**src/rtl/alu_pkg.sv**
```systemverilog
// Shared opcodes, status bit positions and FSM states for the sequential ALU.
package alu_pkg;

    localparam logic [2:0] ALU_ADD = 3'b000;
    localparam logic [2:0] ALU_SUB = 3'b001;
    localparam logic [2:0] ALU_AND = 3'b010;
    localparam logic [2:0] ALU_NOT = 3'b011;
    localparam logic [2:0] ALU_OR  = 3'b100;
    localparam logic [2:0] ALU_XOR = 3'b101;
    localparam logic [2:0] ALU_SHL = 3'b110;
    localparam logic [2:0] ALU_MUL = 3'b111;

    localparam int FLG_Z = 0;
    localparam int FLG_N = 1;
    localparam int FLG_V = 2;
    localparam int FLG_C = 3;

    typedef enum logic [1:0] {
        ST_IDLE = 2'd0,
        ST_BUSY = 2'd1,
        ST_DONE = 2'd2
    } state_e;

endpackage

```
**src/rtl/alu_seq_mul.sv**
```systemverilog
// Iterative shift-add multiplier: one partial-product step per clock, WIDTH steps per product.
// o_done/o_product are valid combinationally during the final step's cycle.
module alu_seq_mul #(
    parameter int WIDTH = 16
) (
    input  logic             clk,
    input  logic             reset_n,
    input  logic             i_start,
    input  logic [WIDTH-1:0] i_a,
    input  logic [WIDTH-1:0] i_b,
    output logic             o_done,
    output logic [WIDTH-1:0] o_product
);

    localparam int CW = $clog2(WIDTH);

    logic             r_run;
    logic [CW-1:0]    r_cnt;
    logic [WIDTH-1:0] r_mcand;
    logic [WIDTH-1:0] r_mplier;
    logic [WIDTH-1:0] r_acc;
    logic [WIDTH-1:0] w_acc_nxt;

    assign w_acc_nxt = r_acc + (r_mplier[0] ? r_mcand : '0);
    assign o_done    = r_run && (r_cnt == CW'(WIDTH - 1));
    assign o_product = w_acc_nxt;

    always_ff @(posedge clk or negedge reset_n) begin
        if (!reset_n) begin
            r_run    <= 1'b0;
            r_cnt    <= '0;
            r_mcand  <= '0;
            r_mplier <= '0;
            r_acc    <= '0;
        end else if (i_start) begin
            r_run    <= 1'b1;
            r_cnt    <= '0;
            r_mcand  <= i_a;
            r_mplier <= i_b;
            r_acc    <= '0;
        end else if (r_run) begin
            r_acc    <= w_acc_nxt;
            r_mcand  <= r_mcand << 1;
            r_mplier <= r_mplier >> 1;
            r_cnt    <= r_cnt + CW'(1);
            if (o_done)
                r_run <= 1'b0;
        end
    end

endmodule

```
**src/rtl/alu_seq.sv**
```systemverilog
// Registered ALU with valid/ready on both sides, {C,V,N,Z} status and an iterative multiply.
// Single-cycle ops retire one clock after accept; MUL takes WIDTH further clocks.
module alu_seq
    import alu_pkg::*;
#(
    parameter int WIDTH         = 16,
    parameter bit FLAGS_ALL_OPS = 1'b0
) (
    input  logic             clk,
    input  logic             reset_n,
    input  logic             in_valid,
    output logic             in_ready,
    input  logic [WIDTH-1:0] ain,
    input  logic [WIDTH-1:0] bin,
    input  logic [2:0]       aluop,
    output logic             out_valid,
    input  logic             out_ready,
    output logic [WIDTH-1:0] out,
    output logic [3:0]       status,
    output logic             busy
);

    localparam int SW = $clog2(WIDTH);

    state_e           r_state;
    state_e           w_state_nxt;
    logic             r_init;
    logic [WIDTH-1:0] r_out;
    logic [3:0]       r_status;

    logic             w_accept;
    logic             w_is_mul;
    logic             w_mul_done;
    logic [WIDTH-1:0] w_product;
    logic [WIDTH:0]   w_sum;
    logic [WIDTH:0]   w_diff;
    logic [WIDTH-1:0] w_res;
    logic             w_v;
    logic             w_c;
    logic [3:0]       w_flags;
    logic [3:0]       w_mul_flags;
    logic             w_upd_status;

    // r_init keeps in_ready low until the first clock after reset release
    assign in_ready   = r_init & ((r_state == ST_IDLE) | ((r_state == ST_DONE) & out_ready));
    assign w_accept   = in_valid & in_ready;
    assign w_is_mul   = (aluop == ALU_MUL);
    assign out_valid  = (r_state == ST_DONE);
    assign busy       = (r_state == ST_BUSY);
    assign out        = r_out;
    assign status     = r_status;

    alu_seq_mul #(.WIDTH(WIDTH)) u_mul (
        .clk       (clk),
        .reset_n   (reset_n),
        .i_start   (w_accept & w_is_mul),
        .i_a       (ain),
        .i_b       (bin),
        .o_done    (w_mul_done),
        .o_product (w_product)
    );

    assign w_sum  = {1'b0, ain} + {1'b0, bin};
    assign w_diff = {1'b0, ain} - {1'b0, bin};

    always_comb begin
        w_res = '0;
        w_v   = 1'b0;
        w_c   = 1'b0;
        case (aluop)
            ALU_ADD: begin
                w_res = w_sum[WIDTH-1:0];
                w_v   = (ain[WIDTH-1] == bin[WIDTH-1]) & (w_sum[WIDTH-1] != ain[WIDTH-1]);
                w_c   = w_sum[WIDTH];
            end
            ALU_SUB: begin
                w_res = w_diff[WIDTH-1:0];
                w_v   = (ain[WIDTH-1] != bin[WIDTH-1]) & (w_diff[WIDTH-1] != ain[WIDTH-1]);
                w_c   = ~w_diff[WIDTH];
            end
            ALU_AND: w_res = ain & bin;
            ALU_NOT: w_res = ~bin;
            ALU_OR:  w_res = ain | bin;
            ALU_XOR: w_res = ain ^ bin;
            ALU_SHL: w_res = ain << bin[SW-1:0];
            default: w_res = '0;
        endcase
    end

    always_comb begin
        w_flags              = '0;
        w_flags[FLG_Z]       = (w_res == '0);
        w_flags[FLG_N]       = w_res[WIDTH-1];
        w_flags[FLG_V]       = w_v;
        w_flags[FLG_C]       = w_c;
        w_mul_flags          = '0;
        w_mul_flags[FLG_Z]   = (w_product == '0);
        w_mul_flags[FLG_N]   = w_product[WIDTH-1];
    end

    assign w_upd_status = FLAGS_ALL_OPS | (aluop == ALU_SUB);

    always_comb begin
        w_state_nxt = r_state;
        case (r_state)
            ST_IDLE: if (w_accept) w_state_nxt = w_is_mul ? ST_BUSY : ST_DONE;
            ST_BUSY: if (w_mul_done) w_state_nxt = ST_DONE;
            ST_DONE: begin
                if (w_accept)
                    w_state_nxt = w_is_mul ? ST_BUSY : ST_DONE;
                else if (out_ready)
                    w_state_nxt = ST_IDLE;
            end
            default: w_state_nxt = ST_IDLE;
        endcase
    end

    always_ff @(posedge clk or negedge reset_n) begin
        if (!reset_n) begin
            r_state  <= ST_IDLE;
            r_init   <= 1'b0;
            r_out    <= '0;
            r_status <= '0;
        end else begin
            r_state <= w_state_nxt;
            r_init  <= 1'b1;
            if (w_accept && !w_is_mul) begin
                r_out <= w_res;
                if (w_upd_status)
                    r_status <= w_flags;
            end else if ((r_state == ST_BUSY) && w_mul_done) begin
                r_out <= w_product;
                if (FLAGS_ALL_OPS)
                    r_status <= w_mul_flags;
            end
        end
    end

endmodule

```
**config.mk**
```make
export PLATFORM = sky130hd
export DESIGN_NAME = alu_seq
export DESIGN_NICKNAME = d
export VERILOG_FILES = /design/src/rtl/alu_pkg.sv /design/src/rtl/alu_seq_mul.sv /design/src/rtl/alu_seq.sv
export SDC_FILE = /design/constraint.sdc
export NUM_CORES = 1
export LEC_CHECK = 0
export CAP_MARGIN = 20
export CORE_AREA = 2 2 115 117
export CTS_BUF_LIST = sky130_fd_sc_hd__clkbuf_8 sky130_fd_sc_hd__clkbuf_16
export CTS_CLUSTER_DIAMETER = 120
export CTS_CLUSTER_SIZE = 12
export DETAILED_ROUTE_END_ITERATION = 10
export DIE_AREA = 0 0 117 119
export PLACE_DENSITY = 0.81
export SYNTH_ARGS = -nofsm -noshare
export SYNTH_HDL_FRONTEND = slang
export SYNTH_SLANG_ARGS = --single-unit
```
**constraint.sdc**
```tcl
create_clock -name clk -period 3.48 [get_ports clk]
set_clock_uncertainty 0.05 [all_clocks]
set_input_delay 0.522 -clock clk [delete_from_list [all_inputs] [get_ports clk]]
set_output_delay 0.522 -clock clk [all_outputs]
set_load 0.05 [all_outputs]
```
# Word-level counts from Yosys, hierarchy flattened
# Index checks and enable logic that the tools add are counted.
dict set report classes {
  addsub 4
  n_eq_ne 15
  shifts 1
  muxes 21
  bitwise_logic 11
  reduce_logical 11
}
# cell count
set ops {}
lappend ops {{16-bit 2-to-1 mux} 9}
lappend ops {{16-bit case mux with 7 select lines} 1}
lappend ops {{16-bit adder} 2}
lappend ops {{16-bit by 16-bit subtractor with 17-bit output} 1}
lappend ops {{16-bit bitwise AND} 1}
lappend ops {{16-bit zero test} 1}
lappend ops {{16-bit inverter} 1}
lappend ops {{16-bit OR} 1}
lappend ops {{16-bit by 4-bit left shift with 16-bit output} 1}
lappend ops {{16-bit XOR} 1}
lappend ops {{3-bit equality test (second input constant)} 4}
lappend ops {{2-bit 2-to-1 mux} 5}
lappend ops {{4-bit 2-to-1 mux} 2}
lappend ops {{3-bit by 2-bit equality test with 1-bit output (second input constant)} 2}
lappend ops {{2-bit case mux with 3 select lines} 1}
lappend ops {{1-bit bitwise AND} 5}
lappend ops {{4-bit by 1-bit adder with 4-bit output (second input constant)} 1}
lappend ops {{4-bit equality test (second input constant)} 1}
lappend ops {{2-bit nonzero test} 2}
lappend ops {{3-bit by 1-bit equality test with 1-bit output (second input constant)} 1}
lappend ops {{1-bit logical AND} 3}
lappend ops {{3-bit zero test} 1}
lappend ops {{1-bit 2-to-1 mux} 3}
lappend ops {{3-bit by 1-bit inequality test with 1-bit output (second input constant)} 1}
lappend ops {{other kinds (11)} 12}
dict set report word_totals {
  ff_bits 76
  output_inout_bits 23
  wordCells 72
}

# Depth between registers and ports, before layout
dict set report logic_depth {
  word_depth 7
  ltp_mapped 13
}

# By module
# A second synthesis with hierarchy kept.
dict set report unflattened {
  hier_cells 912
  hier_area_um2 7493.4
}
# module instances cells_per_inst area_each_um2 seq_area_each_um2
set modules_own_cells {}
lappend modules_own_cells {alu_seq 1 575 4251.6 575.6}
lappend modules_own_cells {alu_seq_mul 1 337 3241.9 1326.3}

# Least setup slack after synthesis
# Ideal clock, no wire load.
dict set report synth_path {
  kind {input to register}
  start {input port out_ready}
  end {register r_status[0] (netlist: status[0])}
  setup_time_ns 0.095
  arrival_ns 3.456
  required_ns 3.335
  setup_slack_ns -0.122
  path_stages 9
  n_path_buf 0
  path_cell_list {inv_1 > a211oi_1 > nand3_1 > nor4_1 > nand4_1 > nor4_1 > and4_1 > nand4_1 > o31ai_1}
}
dict set report synth_via {
  elab_chain_cells 6
}
# item line_no
set synth_rtl {}
lappend synth_rtl {{from (decl)} alu_seq.sv:17} ;# input logic out_ready,
lappend synth_rtl {{1-bit bitwise AND} alu_seq.sv:45} ;# assign in_ready = r_init & ((r_state == ST_IDLE) | ((r_state == ST_DONE) & out_ready));
lappend synth_rtl {{1-bit OR} alu_seq.sv:45}
lappend synth_rtl {{1-bit bitwise AND} alu_seq.sv:45}
lappend synth_rtl {{via in_ready} alu_seq.sv:12} ;# output logic in_ready,
lappend synth_rtl {{1-bit bitwise AND} alu_seq.sv:46} ;# assign w_accept = in_valid & in_ready;
lappend synth_rtl {{1-bit logical AND} alu_seq.sv:127} ;# if (w_accept && !w_is_mul) begin
lappend synth_rtl {{2-bit AND reduction (no source line)} n/a}
lappend synth_rtl {{to (signal assigned)} alu_seq.sv:130} ;# r_status <= w_flags;
lappend synth_rtl {{to (signal assigned)} alu_seq.sv:134} ;# r_status <= w_mul_flags;
lappend synth_rtl {{to (decl)} alu_seq.sv:29} ;# logic [3:0] r_status;
# The timed path passes the listed nets, and every way through them passes these cells.
# A chain may end at the register's enable or synchronous reset.

# Worst setup path in the final report
dict set report layout_path {
  start {input port ain[0]}
  end {register r_status[0] (netlist: status[0])}
}
dict set report layout_via {
  elab_chain_cells 3
}
# item line_no
set layout_rtl {}
lappend layout_rtl {{from (decl)} alu_seq.sv:13} ;# input logic [WIDTH-1:0] ain,
lappend layout_rtl {{16-bit by 16-bit subtractor with 17-bit output (tied with other cells)} alu_seq.sv:64} ;# assign w_diff = {1'b0, ain} - {1'b0, bin};
lappend layout_rtl {{16-bit case mux with 7 select lines *} alu_seq.sv:70} ;# case (aluop)
lappend layout_rtl {{16-bit zero test *} alu_seq.sv:92} ;# w_flags[FLG_Z] = (w_res == '0);
# Mark *: on every way between the ends. The rest lies on a longest branch, timed or not.

==> impl_metrics.json <==
{
  "synth_top_family_by_area": "compound AO/OA/AOI/OAI gates",
  "vias": 7652,
  "synth-xor-area-share_pct": 2.95,
  "antenna_left": 0,
  "n_fill_cell": 1008,
  "drt_pass1_iterations": 5,
  "grt_max_degree": 77,
  "p_leak_nw": 4.51,
  "setup_viol": 0,
  "synthFlopType": "dfrtp_1",
  "die_w_um": 117,
  "synth_simple_gate_area_share_pct": 17.7,
  "dp.cells": 1228,
  "outcome": "finished clean",
  "post-route-util_pct": 74.7,
  "dp_hpwl_um": 17900,
  "initial_utilization_pct": 57.7,
  "layout_commonest_cell": "buf_4",
  "required_ns": 3.69,
  "grt_usage_pct": 34.2,
  "rsz0062_at_grt": "false",
  "intPower_mw": 2.90,
  "pwr-share-clk_pct": 18.5,
  "nets": 1177,
  "slew_headroom_pct": 33.8,
  "finalCritPeriodShare_pct": 94.7,
  "wire_per_inst_um": 18.7,
  "fin_cells": 1247,
  "grt_pass1_vias": 7212,
  "path_max_fanout": 3,
  "r2r_cells": 12,
  "avgViaCountPerCell": 6.14,
  "final_cell_area_sq_um": 9610,
  "power.density_nw_per_um2": 523,
  "critPathKind": "input pin to flop",
  "cp-end-kind": "flop",
  "net-switching-power_mw": 2.13,
  "dpl_cell_area_sq_um": 9200,
  "muxShareOfSynthArea_pct": 13.1,
  "num_rows": 42,
  "cts_num_sinks": 76,
  "layout-drive-gt1-share_pct": 20.4,
  "antenna_found_initial": 0,
  "synthTopCellsByArea": "dfrtp_1 (26%), ha_1 (12%), mux2i_1 (9.4%)",
  "critPathMaxStageDelay_ns": 0.46,
  "cts-hold-fix-buffers": 0,
  "clk_latency_ns": 0.35,
  "hold_ws_ns": 0.283,
  "grt-ovfl-total": 0,
  "fin_total_pwr_mw": 5.03,
  "synth-edff-count": 0,
  "hold_path_class": "input pin to asynchronous set/reset pin",
  "worstPathArrival_ns": 3.51,
  "synth_compound_area_share_pct": 22.6,
  "hold_violations": 0,
  "yosysSeqAreaShare_pct": 25.6,
  "irDropWorstVdd_uv": 345,
  "cts_buffers": 9,
  "top_layer": "met4",
  "cts-root-buf": "clkbuf_16",
  "die_area_sq_um": 13900,
  "met2_length_um": 11100,
  "wirelength_um": 23300,
  "ys_ff_latch": 76,
  "switching_share_pct": 42.3,
  "cts-htree-levels": 3,
  "place_congestion": 1.01,
  "syn_area_sq_um": 7420,
  "drc": 0,
  "worst_pin_slew_ns": 0.993,
  "portBuffers": 61,
  "pwr-share-comb_pct": 52.9,
  "fmax_mhz": 303,
  "min_period_ns": 3.30,
  "crit_path_top_delay_cell": "clkdlybuf4s50_1",
  "areaGrowthSynthToFinish_pct": 29.5,
  "pwr-share-seq_pct": 28.7,
  "async_reset_ff_share_pct": 100,
  "synth-adder-area-share_pct": 12.4,
  "drv_slew": 0,
  "ys_warn_count": 0,
  "synth_top_area_share_pct": 25.6,
  "yosysTopAreaCell": "dfrtp_1",
  "cp-start-kind": "input pin",
  "tritoncts": "built",
  "syn_inst": 893,
  "cts_buffer_depth": 2,
  "coreArea_sq_um": 12900,
  "clkTransAtPathRegs_ns": 0.06,
  "die_height_um": 119,
  "worstPathCellList": "clkdlybuf4s50_1 > inv_1 > ha_2 > inv_1 > fa_1 > nor2b_1 > o21a_1 > o41ai_1 > a31oi_1 > xnor2_1 > a211oi_2 > and4_1 > nand4_1 > o31ai_1",
  "postSynthAreaPerCell_sq_um": 8.31,
  "wl_met1_um": 9910,
  "ys_types": 72,
  "cpMostUsedCell": "inv_1",
  "synth_fp_nets": 1004,
  "drv_cap": 0,
  "dr_wl_met3_um": 1690,
  "drt_iter0_markers": 668,
  "ioPinCount": 62,
  "grt_pass1_wl_um": 37200,
  "n_antenna_cell": 0,
  "final_cell_mix": "buf_4 (144), nand2_1 (81), dfrtp_1 (75), mux2i_1 (70), nor2_1 (69)"
}
## cell usage after synthesis (all sizes together) (4+ instances only)
master and n:
o21ai 67, and3 4, o211ai 7, nor3 22, or2 4, inv 55
o221ai 5, nand4 5, mux2 16, o31ai 8, mux4 4, a221o 6
xnor2 18, a211oi 12, mux2i 70, a22oi 8, and2 18, a21o 10
clkbuf 35, or3 9, nor2 70, o21a 7, a31oi 8, o22ai 14
a211o 10, ha 69, nor2b 14, buf 13, a221oi 7, nand2 81
nand2b 9, a21oi 46, dfrtp 76, nand3 19, xor2 7, nor4 7
## repair_timing
item                                    in CTS  in global routing
resized for setup                            0                 21
buffers inserted                             0                  2
endpoints found under the setup margin       0                  6
## area by class of cell
type                            count  area [sq um]  share of cell area (%)
Clock inverter                      5          35.0                   0.364
Timing Repair Buffer              210          1780                    18.5
Clock buffer                       11           253                    2.63
Multi-Input combinational cell    712          5210                    54.2
Sequential cell                    76          1900                    19.8
Tap cell                          176           220                    2.29
Inverter                           57           214                    2.23
## flip-flops by register name, summed over array words and instances, names as in the netlist
name,count
out,16
r_init,1
r_state,2
status,4
u_mul.r_acc,16
u_mul.r_cnt,4
u_mul.r_mcand,16
u_mul.r_mplier,16
u_mul.r_run,1
## through the flow
stage | setup TNS, ns | worst slack [ns]
final | 0 | 0.184
after global routing | 0 | 0.000858
after CTS | 0 | 0.0726
after detailed placement | -1.32 | -0.293
after global placement | -0.953 | -0.204
after floorplan | 0 | 0.142
## logic make-up (layout without fill, tap and decap cells)
kind of cell	Yosys count	count (layout)
mux	90	90
compound gates	251	251
xor+xnor	25	25
buf+inv	105	283
fa+ha+maj	72	72
simple gates	273	273
other cells	1	1
flops	76	76
## critical path: cells and delay by family
kind / cells / cell delay [ns]
AO/OA/AOI/OAI: 5 / 1.09
XOR/XNOR: 1 / 0.16
adder cells (fa/ha/maj): 2 / 0.59
buffers and inverters: 3 / 0.62
AND/OR/NAND/NOR: 3 / 0.52
## metal layers
metal	GRT usage, %	vias up
met2	56.1	322
met5	0	-
met4	9.26	0
met3	5.29	56
met1	46.9	3669
li1	-	3605
## power groups by stage
stage	Clock (mW)	Combinational (mW)	Sequential (mW)
after floorplan	0	1.60	1.61
after global placement	0	2.51	1.43
after detailed placement	0	2.59	1.45
after CTS	0.928	2.61	1.44
after global routing	0.969	2.89	1.48
final	0.928	2.66	1.44
## final timing paths
kind	startpoint	end	slack (ns)
setup / recovery	ain[0]	status[0]$_DFFE_PN0P_	0.18
hold / removal	reset_n	u_mul.r_mplier[2]$_DFFE_PN0P_	0.28
setup reg to reg	u_mul.r_mplier[0]$_DFFE_PN0P_	out[13]$_DFFE_PN0P_	0.28
hold reg to reg	status[2]$_DFFE_PN0P_	status[2]$_DFFE_PN0P_	0.44
max in group asynchronous	reset_n	u_mul.r_run$_DFF_PN0_	2.40
min in group clk	status[2]$_DFFE_PN0P_	status[2]$_DFFE_PN0P_	0.44
Note: power is estimated with default switching activity, not from simulation.
